### src/rtl/pixel_shifter_pkg.sv
// Shared definitions for the pixel shifter: FSM encoding and frame constants.
package pixel_shifter_pkg;

  typedef enum logic [1:0] {
    StIdle,
    StFill,
    StShift,
    StLatch
  } state_e;

  localparam int unsigned BITS_PER_PIXEL       = 24;
  localparam int unsigned DEFAULT_RESET_CYCLES = 1500;

endpackage

### src/rtl/pixel_shifter_latch_timer.sv
// Strip latch timer: held at zero while load is high, then counts up to CYCLES-1 and stops.
module pixel_shifter_latch_timer
  import pixel_shifter_pkg::*;
#(
  parameter int unsigned CYCLES = DEFAULT_RESET_CYCLES
) (
  input  logic clk,
  input  logic rstn,
  input  logic load,
  output logic done
);

  localparam int unsigned CntW = $clog2(CYCLES + 1);

  logic [CntW-1:0] count_q;

  assign done = (count_q == CntW'(CYCLES - 1));

  always_ff @(posedge clk) begin
    if (!rstn || load) begin
      count_q <= '0;
    end else if (!done) begin
      count_q <= count_q + CntW'(1);
    end
  end

endmodule

### src/rtl/pixel_shifter.sv
// Serialises 24-bit GRB pixels MSB-first on request, then holds the strip latch period.
module pixel_shifter
  import pixel_shifter_pkg::*;
#(
  parameter int unsigned NUM_LEDS     = 8,
  parameter int unsigned RESET_CYCLES = DEFAULT_RESET_CYCLES
) (
  input  logic        clk,
  input  logic        rstn,
  input  logic        frame_start,
  input  logic [23:0] pixel_data,
  input  logic        pixel_valid,
  output logic        pixel_ready,
  output logic [7:0]  pixel_index,
  input  logic        new_bit_rqst,
  output logic        bit_to_transmit,
  output logic        all_bits_shifted,
  output logic        reset_finish,
  output logic        busy,
  output logic        underrun
);

  localparam logic [7:0] NumLeds = 8'(NUM_LEDS);
  localparam logic [4:0] TopBit  = 5'(BITS_PER_PIXEL - 1);

  state_e                    state_q, state_d;
  logic [BITS_PER_PIXEL-1:0] hold_q, shift_q, load_word;
  logic                      hold_full_q, hold_full_d;
  logic [4:0]                bit_cnt_q;
  logic [7:0]                accepted_q, accepted_d, shifted_q;
  logic                      ready_q, ready_d, latch_q, finish_q, busy_q, underrun_q;
  logic                      accept, bit_pulse, last_bit, word_done, frame_end;
  logic                      reload, bypass, starve, move, timer_done;

  always_comb begin
    accept    = pixel_valid && ready_q;
    bit_pulse = (state_q == StShift) && new_bit_rqst;
    last_bit  = (bit_cnt_q == 5'd0);
    word_done = bit_pulse && last_bit;
    frame_end = word_done && (shifted_q == NumLeds);
    reload    = word_done && !frame_end && (hold_full_q || accept);
    // An empty holding register can still be refilled straight from the input on the reload edge.
    bypass    = reload && !hold_full_q;
    starve    = word_done && !frame_end && !reload;
    move      = (state_q == StFill) && hold_full_q;
    load_word = bypass ? pixel_data : hold_q;

    state_d = state_q;
    case (state_q)
      StIdle:  if (frame_start) state_d = StFill;
      StFill:  if (move) state_d = StShift;
      StShift: if (frame_end || starve) state_d = StLatch;
      StLatch: if (timer_done) state_d = StIdle;
      default: state_d = StIdle;
    endcase

    hold_full_d = hold_full_q;
    if (move || (reload && !bypass)) hold_full_d = 1'b0;
    if (accept && !bypass) hold_full_d = 1'b1;

    accepted_d = accepted_q;
    if ((state_q == StIdle) && frame_start) begin
      accepted_d = 8'd0;
    end else if (accept) begin
      accepted_d = accepted_q + 8'd1;
    end

    ready_d = ((state_d == StFill) || (state_d == StShift)) && !hold_full_d &&
              (accepted_d != NumLeds);
  end

  always_ff @(posedge clk) begin
    if (!rstn) begin
      state_q     <= StIdle;
      hold_q      <= '0;
      shift_q     <= '0;
      hold_full_q <= 1'b0;
      bit_cnt_q   <= 5'd0;
      accepted_q  <= 8'd0;
      shifted_q   <= 8'd0;
      ready_q     <= 1'b0;
      latch_q     <= 1'b0;
      finish_q    <= 1'b0;
      busy_q      <= 1'b0;
      underrun_q  <= 1'b0;
    end else begin
      state_q     <= state_d;
      hold_full_q <= hold_full_d;
      accepted_q  <= accepted_d;
      ready_q     <= ready_d;
      busy_q      <= (state_d != StIdle);
      latch_q     <= (state_d == StLatch);
      finish_q    <= (state_q == StLatch) && timer_done;
      if (accept && !bypass) hold_q <= pixel_data;
      if ((state_q == StIdle) && frame_start) begin
        shifted_q  <= 8'd0;
        underrun_q <= 1'b0;
      end
      if (move || reload) begin
        shift_q   <= load_word;
        bit_cnt_q <= TopBit;
        shifted_q <= shifted_q + 8'd1;
      end else if (bit_pulse && !last_bit) begin
        shift_q   <= {shift_q[BITS_PER_PIXEL-2:0], 1'b0};
        bit_cnt_q <= bit_cnt_q - 5'd1;
      end else if (frame_end || starve) begin
        shift_q <= '0;
      end
      if (starve) underrun_q <= 1'b1;
    end
  end

  pixel_shifter_latch_timer #(
    .CYCLES(RESET_CYCLES)
  ) u_latch_timer (
    .clk  (clk),
    .rstn (rstn),
    .load (state_q != StLatch),
    .done (timer_done)
  );

  assign pixel_ready      = ready_q;
  assign pixel_index      = accepted_q;
  assign bit_to_transmit  = shift_q[BITS_PER_PIXEL-1];
  assign all_bits_shifted = latch_q;
  assign reset_finish     = finish_q;
  assign busy             = busy_q;
  assign underrun         = underrun_q;

endmodule

### config.mk
export PLATFORM = sky130hd
export DESIGN_NAME = pixel_shifter
export DESIGN_NICKNAME = d
export VERILOG_FILES = /design/src/rtl/pixel_shifter_pkg.sv /design/src/rtl/pixel_shifter_latch_timer.sv /design/src/rtl/pixel_shifter.sv
export SDC_FILE = /design/constraint.sdc
export NUM_CORES = 1
export LEC_CHECK = 0
export ABC_CLOCK_PERIOD_IN_PS = 5200
export CORE_ASPECT_RATIO = 0.7
export CORE_MARGIN = 1
export CORE_UTILIZATION = 56
export CTS_BUF_LIST = sky130_fd_sc_hd__clkbuf_16
export CTS_CLUSTER_SIZE = 12
export DETAILED_ROUTE_END_ITERATION = 10
export PLACE_DENSITY = 0.75
export SLEW_MARGIN = 20
export SYNTH_ARGS = -nofsm -noshare
export SYNTH_HDL_FRONTEND = slang
export SYNTH_SLANG_ARGS = --single-unit
### constraint.sdc
create_clock -name clk -period 5.2 [get_ports clk]
set_input_delay 0.78 -clock clk [delete_from_list [all_inputs] [get_ports clk]]
set_output_delay 0.78 -clock clk [all_outputs]
set_load 0.005 [all_outputs]
==> impl_metrics.json, run 1 <==
{
  "avgSynthCellArea_um2": 8.79,
  "worstSetupPathType": "primary input to flop",
  "avgViaCountPerCell": 5.76,
  "relSlewSlack_pct": 36.2,
  "layout_setup_ws_ns": 2.05,
  "cp.required_ns": 5.44,
  "setup_viol": 0,
  "synth_top_family_by_area": "compound AO/OA/AOI/OAI gates",
  "cts_buffers": 9,
  "ant_nets": 0,
  "cts.sinks": 88,
  "routabilityCongestion": 0.812,
  "netlist_area_um2": 3930,
  "drv_cap": 0,
  "total_power_mw": 1.55,
  "rows": 25,
  "yosysTopAreaCell": "dfxtp_1",
  "grt_pass1_wl_mm": 14.4,
  "final_util_pct": 70.4,
  "place_ws_ns": 1.72,
  "drt-initial-drc-count": 202,
  "leakagePower_nw": 1.82,
  "tns_ns": 0,
  "ctsResizeCount": 0,
  "fp.coreArea_um2": 6760,
  "synth_cell_types": 46,
  "drv_slew": 0,
  "routed_wl_mm": 8.54,
  "grt_max_degree": 29,
  "layout.cells.most_common": "dfxtp_1",
  "synthTopCellsByArea": "dfxtp_1, a21oi_1, mux2i_1",
  "synthSimpleGateAreaFrac_pct": 17.4,
  "die_y_um": 72.1,
  "grt-ovfl-total": 0,
  "hold_viol": 0,
  "postCtsHoldBufs": 0,
  "rsz0062_at_grt": "no",
  "die_w_um": 102,
  "ys_async_sr_fraction_pct": 0,
  "synth_top_area_share_pct": 44.8,
  "cts_max_path_buffers": 2,
  "tightest_slew_ns": 0.954,
  "reg2reg_slack_ns": 2.33,
  "synth_compound_area_share_pct": 19.9,
  "ys_seq_area_share_pct": 44.8,
  "startpoint_type": "primary input",
  "grt_usage_pct": 25.0,
  "final_cell_mix": "dfxtp_1, a21oi_1, nor2_1, clkdlybuf4s50_1, o21ai_0",
  "postCtsSetupBuffers": 0,
  "grt_pass1_vias": 3090,
  "diodes": 0,
  "synth_fa_ha_area_share_pct": 2.55,
  "cts_tree": "done",
  "synth-xor-area-share_pct": 4.23,
  "syn-num-nets": 484,
  "clkSlewWorstSetupHoldPaths_ns": 0.06,
  "cts-root-buf": "clkbuf_16",
  "place_hpwl_mm": 5.39,
  "period_needed_ns": 3.15,
  "dr.pass1.iters": 4,
  "cp_max_fo": 28,
  "netlist_instances": 447,
  "ir_drop_v": 0.000183,
  "worstPathArrival_ns": 3.38,
  "antenna_found_initial": 0,
  "io_buffers": 42,
  "htree_levels": 3,
  "synth_ff_type": "dfxtp_1",
  "finalClockSkew_ns": 0.00924,
  "nNetsFinal": 518,
  "fmax_mhz": 318,
  "drc": 0,
  "reg2reg_from": "hold_full_q",
  "via_count": 3341,
  "min-delay-path-class": "flop to flop",
  "synth_edf_count": 0,
  "synth_seq_cells": 88,
  "place_area_um2": 4420,
  "min_period_over_period_pct": 60.5,
  "ios": 43,
  "final_cell_area_um2": 4760,
  "setup.worst_path.start": "rstn",
  "die_area_um2": 7360,
  "area_delta_synth_final_pct": 21.0,
  "floorplan.initialDensity_pct": 58.2,
  "ys_warn_count": 0,
  "drive_gt1_share_pct": 6.38,
  "worstHoldStart": "shift_q[0]",
  "insertion_delay_ns": 0.34,
  "wl_per_cell_um": 14.7,
  "cp-end-kind": "flop",
  "status": "finished, final reports clean",
  "synth.area.mux_share_pct": 6.91,
  "p_per_area_nw_per_um2": 327
}
[metal layers]
layer	GRT usage, %	up-vias	part of all wire, %
li1	-	1678	-
met2	40.1	74	45
met4	9.05	0	1.6
met5	0	-	0
met3	5.59	14	4.0
met1	33.1	1575	50
[stage by stage]
stage | hold WS [ns] | instances
floorplan | 0.432 | 447
global placement | 0.445 | 562
detailed placement | 0.452 | 563
CTS | 0.461 | 579
global route | 0.483 | 580
finish | 0.457 | 580
[cell usage after synthesis, drive strengths merged (2+ instances only)]
cell     n
a211oi   2
a21oi   58
a31oi    6
and2     5
and3     3
buf      7
clkbuf  20
clkinv   2
dfxtp   88
ha       8
inv      9
mux2i   26
nand2   23
nand3   21
nand3b   5
nand4    2
nor2    56
nor3     8
nor4b    3
o21ai   27
o221ai  24
o31ai    3
or2      2
or3      5
xnor2    7
xor2    12
[power breakdown]
group          total (mW)  switching (mW)  internal (mW)
Sequential          0.718          0.0174          0.700
Combinational       0.143          0.0759         0.0674
Clock               0.694           0.272          0.422
Total                1.55           0.365           1.19
[critical path: stages]
cell and delay (ns):
clkdlybuf4s50_1 1.09, clkinv_1 0.81, buf_4 0.46, a221oi_1 0.22
[cell families (layout without fill, tap and decap cells)]
kind of cell	after synthesis	count (layout)
AOI/OAI and AO/OA	127	127
xor gates and xnor gates	19	19
adders and majority gates	8	8
buffers and inverters	38	77
DFF	88	88
muxes	27	27
and+or+nand+nor	140	140
[final timing paths]
path | to | depth (start not counted)
setup / recovery | bit_cnt_q[1] | 4
hold / removal | shift_q[0] | 2
setup reg to reg | shifted_q[7] | 5
hold reg to reg | shift_q[0] | 2
[state kept, by name (all words and copies together), names as in the netlist]
register	cells
pixel_ready	1
reset_finish	1
all_bits_shifted	1
hold_q	24
state_q	2
bit_cnt_q	5
underrun	1
hold_full_q	1
shift_q	24
u_latch_timer.count_q	11
busy	1
shifted_q	8
pixel_index	8
[cell type report]
cell class | count | area (um^2)
Inverter | 11 | 41.3
Multi-Input combinational cell | 321 | 2020
Sequential cell | 88 | 1760
Timing Repair Buffer | 50 | 492
Clock buffer | 9 | 225
Tap cell | 94 | 118
Fill cell | 529 | 2000
Clock inverter | 7 | 96.3
No activity file was read; power rests on OpenSTA's default activity.
==> run 2, diff against run 1 <==
--- a/config.mk
+++ b/config.mk
@@ -5,14 +5,14 @@
 export SDC_FILE = /design/constraint.sdc
 export NUM_CORES = 1
 export LEC_CHECK = 0
-export ABC_CLOCK_PERIOD_IN_PS = 5200
+export ABC_CLOCK_PERIOD_IN_PS = 2800
 export CORE_ASPECT_RATIO = 0.7
 export CORE_MARGIN = 1
-export CORE_UTILIZATION = 56
+export CORE_UTILIZATION = 51
 export CTS_BUF_LIST = sky130_fd_sc_hd__clkbuf_16
 export CTS_CLUSTER_SIZE = 12
 export DETAILED_ROUTE_END_ITERATION = 10
-export PLACE_DENSITY = 0.75
+export PLACE_DENSITY = 0.72
 export SLEW_MARGIN = 20
 export SYNTH_ARGS = -nofsm -noshare
 export SYNTH_HDL_FRONTEND = slang
==> constraint.sdc (replaced) <==
create_clock -name clk -period 2.8 [get_ports clk]
set_input_delay 0.42 -clock clk [delete_from_list [all_inputs] [get_ports clk]]
set_output_delay 0.42 -clock clk [all_outputs]
set_load 0.005 [all_outputs]
==> impl_metrics.json, run 2 (same netlist as run 1, synthesis figures left out) <==
{
  "finalClockSkew_ns": 0.00668,
  "cts.sinks": 88,
  "drc": 0,
  "status": "finished, final reports clean",
  "diodes": 0,
  "cp.required_ns": 3.02,
  "leakagePower_nw": 1.83,
  "drv_slew": 0,
  "worstSetupPathType": "flop to flop",
  "htree_levels": 3,
  "grt_pass1_wl_mm": 14.6,
  "avgViaCountPerCell": 5.70,
  "routabilityCongestion": 0.823,
  "die_area_um2": 8070,
  "grt-ovfl-total": 0,
  "hold_depth": 2,
  "antenna_found_initial": 0,
  "die_y_um": 75.5,
  "setup.worst_path.start": "shifted_q[0]",
  "min_period_over_period_pct": 89.9,
  "setup_viol": 0,
  "clkSlewWorstSetupHoldPaths_ns": 0.06,
  "reg2reg_to": "pixel_ready",
  "cp-end-kind": "flop",
  "via_count": 3363,
  "crit_end": "pixel_ready",
  "postCtsHoldBufs": 0,
  "tns_ns": 0,
  "grt_max_degree": 34,
  "crit_path_top_delay_cell": "and2_0",
  "cts_tree": "done",
  "cp_cell_sequence": "inv_1, ha_1, nor4b_1, and2_0, o21ai_0, nand2_1, inv_1, ha_1, and2_1, o311a_1",
  "routed_wl_mm": 8.82,
  "reg.largest.list": "hold_q: 24 flops, shift_q: 24 flops, u_latch_timer.count_q: 11 flops",
  "worstPathArrival_ns": 2.74,
  "floorplan.initialDensity_pct": 53.2,
  "wl_per_cell_um": 14.9,
  "relSlewSlack_pct": 54.0,
  "drv_cap": 0,
  "period_needed_ns": 2.52,
  "ctsResizeCount": 0,
  "final_cell_mix": "dfxtp_1, a21oi_1, nor2_1, clkdlybuf4s50_1, o21ai_0",
  "hold_viol": 0,
  "insertion_delay_ns": 0.34,
  "tightest_slew_ns": 0.688,
  "cts_max_path_buffers": 2,
  "rows": 26,
  "dr.pass1.iters": 4,
  "cts_buffers": 9,
  "path_depth": 10,
  "place_hpwl_mm": 5.69,
  "path_buf_inv": 2,
  "rsz0062_at_grt": "no",
  "io_buffers": 42,
  "drt-initial-drc-count": 217,
  "fmax_mhz": 397,
  "p_per_area_nw_per_um2": 563,
  "cts-root-buf": "clkbuf_16",
  "ir_drop_v": 0.000386,
  "r2r.worst_path.cells": 10,
  "cp_top_family": "simple AND/OR/NAND/NOR gates",
  "ant_nets": 0,
  "grt_usage_pct": 23.5,
  "cp_max_fo": 5,
  "reg2reg_from": "shifted_q[0]",
  "max_stage_delay_ns": 0.48,
  "area_delta_synth_final_pct": 20.9,
  "postCtsSetupBuffers": 0,
  "nNetsFinal": 524,
  "startpoint_type": "flop",
  "grt_pass1_vias": 3112,
  "die_w_um": 107,
  "fp.coreArea_um2": 7380,
  "ios": 43,
  "layout.cells.most_common": "dfxtp_1",
  "drive_gt1_share_pct": 7.11,
  "min-delay-path-class": "flop to flop",
  "reg2reg_slack_ns": 0.28,
  "hold_slack_ns": 0.458
}
[run 2: changes by cell type in the layout (fill, tap and decap cells not counted), sizes merged]
cell and change:
bufinv -2, inv -1, buf +6, clkinv +3
[run 2: final cells by class]
class                   instances  area (um^2)
clock inverters                 7         40.0
multi-input cells             321         2020
clock buffers                   9          225
inverters                      11         41.3
repair buffers                 56          538
well taps                      98          123
fillers                       650         2630
flip-flops and latches         88         1760
[run 2: report_power, final]
group          switching, mW  total (mW)  leakage [nW]  internal, mW
combinational          0.148       0.283         0.988         0.135
sequential            0.0311        1.33         0.712          1.30
clock                  0.470        1.06         0.128         0.591
total                  0.649        2.68          1.83          2.03
[run 2: tightest hold or removal path: cells and delay by family, from the launching register on]
kind | cells | cell delay, ns
and+or+nand+nor | 1 | 0.05
DFF | 1 | 0.31
AOI/OAI and AO/OA | 1 | 0.05
[run 2: worst min-delay path by stage]
| stage | start | endpoint | slack (ns) |
|---|---|---|---|
| floorplan | shift_q[0] | shift_q[0] | 0.43 |
| global placement | shift_q[0] | shift_q[0] | 0.44 |
| finish | shift_q[0] | shift_q[0] | 0.46 |
| detailed placement | shift_q[0] | shift_q[0] | 0.45 |
| global route | shift_q[0] | shift_q[0] | 0.50 |
| CTS | shift_q[0] | shift_q[0] | 0.46 |
[run 2: through the flow]
stage          setup WS, ns  utilization [%]  power, mW  instance area (um^2)  instances
2_1_floorplan         0.718                -       1.52                  3930        447
3_3_place_gp          0.361             60.8       1.63                  4490        574
3_5_place_dp          0.299             60.8       1.64                  4490        574
4_1_cts               0.287             64.4       2.70                  4750        590
5_1_grt               0.154             64.4       2.79                  4750        590
6_report              0.282             64.4       2.68                  4750        590
[run 2: routing by layer]
layer | vias up | part of all wire [%] | GRT usage, %
li1 | 1687 | - | -
met1 | 1590 | 49 | 31.4
met2 | 69 | 44 | 36.9
met3 | 17 | 5.3 | 6.42
met4 | 0 | 1.7 | 8.98
met5 | - | 0 | 0
==> run 3, diff against run 2 <==
--- a/config.mk
+++ b/config.mk
@@ -5,10 +5,11 @@
 export SDC_FILE = /design/constraint.sdc
 export NUM_CORES = 1
 export LEC_CHECK = 0
+export ABC_AREA = 1
 export ABC_CLOCK_PERIOD_IN_PS = 2800
 export CORE_ASPECT_RATIO = 0.7
 export CORE_MARGIN = 1
-export CORE_UTILIZATION = 51
+export CORE_UTILIZATION = 52
 export CTS_BUF_LIST = sky130_fd_sc_hd__clkbuf_16
 export CTS_CLUSTER_SIZE = 12
 export DETAILED_ROUTE_END_ITERATION = 10
==> impl_metrics.json, run 3 <==
{
  "avgSynthCellArea_um2": 6.41,
  "reg2reg_from": "u_latch_timer.count_q[0]",
  "final_cells": 863,
  "place_hpwl_mm": 6.39,
  "ant_nets": 0,
  "crit_path_top_delay_cell": "clkdlybuf4s50_1",
  "fmax_mhz": 461,
  "yosysTopAreaCell": "dfxtp_1",
  "ys_warn_count": 0,
  "min_period_over_period_pct": 77.5,
  "postCtsSetupBuffers": 0,
  "routed_wl_mm": 9.85,
  "period_needed_ns": 2.17,
  "diodes": 0,
  "synth_seq_cells": 88,
  "insertion_delay_ns": 0.34,
  "grt_max_degree": 53,
  "cts.sinks": 88,
  "via_count": 4183,
  "wl_per_cell_um": 11.4,
  "synthTopCellsByArea": "dfxtp_1, nand2_1, nor2_1",
  "status": "finished, final reports clean",
  "routabilityCongestion": 0.838,
  "crit_end": "hold_q[21]",
  "r2r.worst_path.cells": 12,
  "synth_top_cells_by_count": "nand2_1, nor2_1, dfxtp_1",
  "total_power_mw": 2.97,
  "cts_max_path_buffers": 2,
  "postCtsHoldBufs": 0,
  "layout.cells.most_common": "nand2_1",
  "max_stage_delay_ns": 0.54,
  "cts-root-buf": "clkbuf_16",
  "hold_slack_ns": 0.453,
  "intPower_mw": 2.24,
  "nNetsFinal": 775,
  "cts_buffers": 9,
  "path_buf_inv": 3,
  "power_frac_seq_pct": 45.7,
  "drv_slew": 0,
  "area_delta_synth_final_pct": 17.9,
  "ios": 43,
  "startpoint_type": "primary input",
  "die_y_um": 79.9,
  "cp-end-kind": "flop",
  "path_depth": 10,
  "die_area_um2": 9050,
  "floorplan.initialDensity_pct": 53.4,
  "synth_edf_count": 0,
  "grt_pass1_vias": 3882,
  "grt_usage_pct": 23.5,
  "grt_pass1_wl_mm": 16.9,
  "rsz0062_at_grt": "no",
  "synth_cell_types": 37,
  "tightest_slew_ns": 0.507,
  "relSlewSlack_pct": 66.2,
  "post-place-cells": 847,
  "ys_async_sr_fraction_pct": 0,
  "synth_ff_type": "dfxtp_1",
  "setup.worst_path.start": "pixel_valid",
  "netlist_instances": 703,
  "worstPathArrival_ns": 2.39,
  "hold_viol": 0,
  "antenna_found_initial": 0,
  "drc": 0,
  "cp_top_family": "simple AND/OR/NAND/NOR gates",
  "synth_top_area_share_pct": 39.1,
  "cp_cell_sequence": "clkdlybuf4s50_1, nand2_2, nand2_2, inv_1, nor2_2, nand3_2, nand2_4, inv_1, nor2_1, nor2_1",
  "ir_drop_v": 0.000410,
  "place_ws_ns": 0.365,
  "reg2reg_to": "pixel_ready",
  "drt-initial-drc-count": 297,
  "htree_levels": 3,
  "ctsResizeCount": 0,
  "drive_gt1_share_pct": 6.86,
  "rows": 28,
  "io_buffers": 42,
  "setup_viol": 0,
  "p_sw_share_pct": 24.5,
  "reg.largest.list": "hold_q: 24 flops, shift_q: 24 flops, u_latch_timer.count_q: 11 flops",
  "netlist_area_um2": 4510,
  "p_clk_share_pct": 41.7,
  "p_per_area_nw_per_um2": 558,
  "drv_cap": 0,
  "cp.required_ns": 3.02,
  "synth.most_common_cell": "nand2_1",
  "leakagePower_nw": 2.19,
  "tns_ns": 0,
  "cts_tree": "done",
  "syn-num-nets": 740,
  "power.switching_mw": 0.729,
  "clkSlewWorstSetupHoldPaths_ns": 0.06,
  "cp_max_fo": 37,
  "reg2reg_slack_ns": 0.72,
  "ys_seq_area_share_pct": 39.1,
  "min-delay-path-class": "flop to flop",
  "worstSetupPathType": "primary input to flop",
  "p_comb_share_pct": 12.6,
  "grt-ovfl-total": 0,
  "avgViaCountPerCell": 4.85,
  "die_w_um": 113,
  "dr.pass1.iters": 4,
  "final_cell_mix": "nand2_1, nor2_1, dfxtp_1, inv_1, clkdlybuf4s50_1",
  "finalClockSkew_ns": 0.00417,
  "layout_setup_ws_ns": 0.630,
  "fp.coreArea_um2": 8440
}
run 3: cells by family (layout without fill, tap and decap cells):
group / count (synthesis) / after routing / synth area share, %
adders and majority gates: 8 / 8 / 2.22
DFF: 88 / 88 / 39.1
buffers and inverters: 113 / 153 / 10.3
and+or+nand+nor: 413 / 413 / 38.3
AOI/OAI and AO/OA: 75 / 75 / 8.93
xor gates and xnor gates: 6 / 6 / 1.17
run 3: stage by stage:
step,util (%),instance area [um^2]
final,63.0,5320
after global routing,63.0,5320
after CTS,63.0,5320
after detailed placement,59.4,5010
after global placement,59.4,5010
after floorplan,-,4510
run 3: layout make-up:
| cell class | count | area [um^2] |
|---|---|---|
| clock inverter | 7 | 80.1 |
| inverter | 86 | 323 |
| tap | 120 | 150 |
| clock buffer | 9 | 225 |
| multi-input combinational | 502 | 2290 |
| sequential | 88 | 1760 |
| timing repair buffer | 51 | 488 |
| fill | 784 | 3130 |
run 3: power by group through the flow:
stage	clock network [mW]	registers [mW]	logic [mW]
floorplan	0	1.38	0.260
global placement	0	1.38	0.363
detailed placement	0	1.38	0.371
CTS	1.26	1.36	0.377
global route	1.30	1.36	0.429
finish	1.24	1.36	0.375
run 3: metal layers:
layer	global-route usage (%)	routed length, um	vias to the layer above
met3	7.44	518	14
li1	-	-	2234
met4	7.63	150	0
met1	29.8	4900	1846
met5	0	0	-
met2	38.0	4290	89
run 3: how the worst min path moves through the flow:
stage                          start          to  cells after the start  slack [ns]
after floorplan           hold_q[14]  hold_q[14]                      2        0.43
after CTS                 hold_q[14]  hold_q[14]                      2        0.45
after global routing      hold_q[14]  hold_q[14]                      2        0.47
after global placement    hold_q[11]  hold_q[11]                      2        0.44
final                      hold_q[6]   hold_q[6]                      2        0.45
after detailed placement  hold_q[14]  hold_q[14]                      2        0.44
run 3: worst min-delay path, stage by stage, from the launching register on:
cell	delay, ns
dfxtp_1	0.29
inv_1	0.06
a21oi_1	0.05
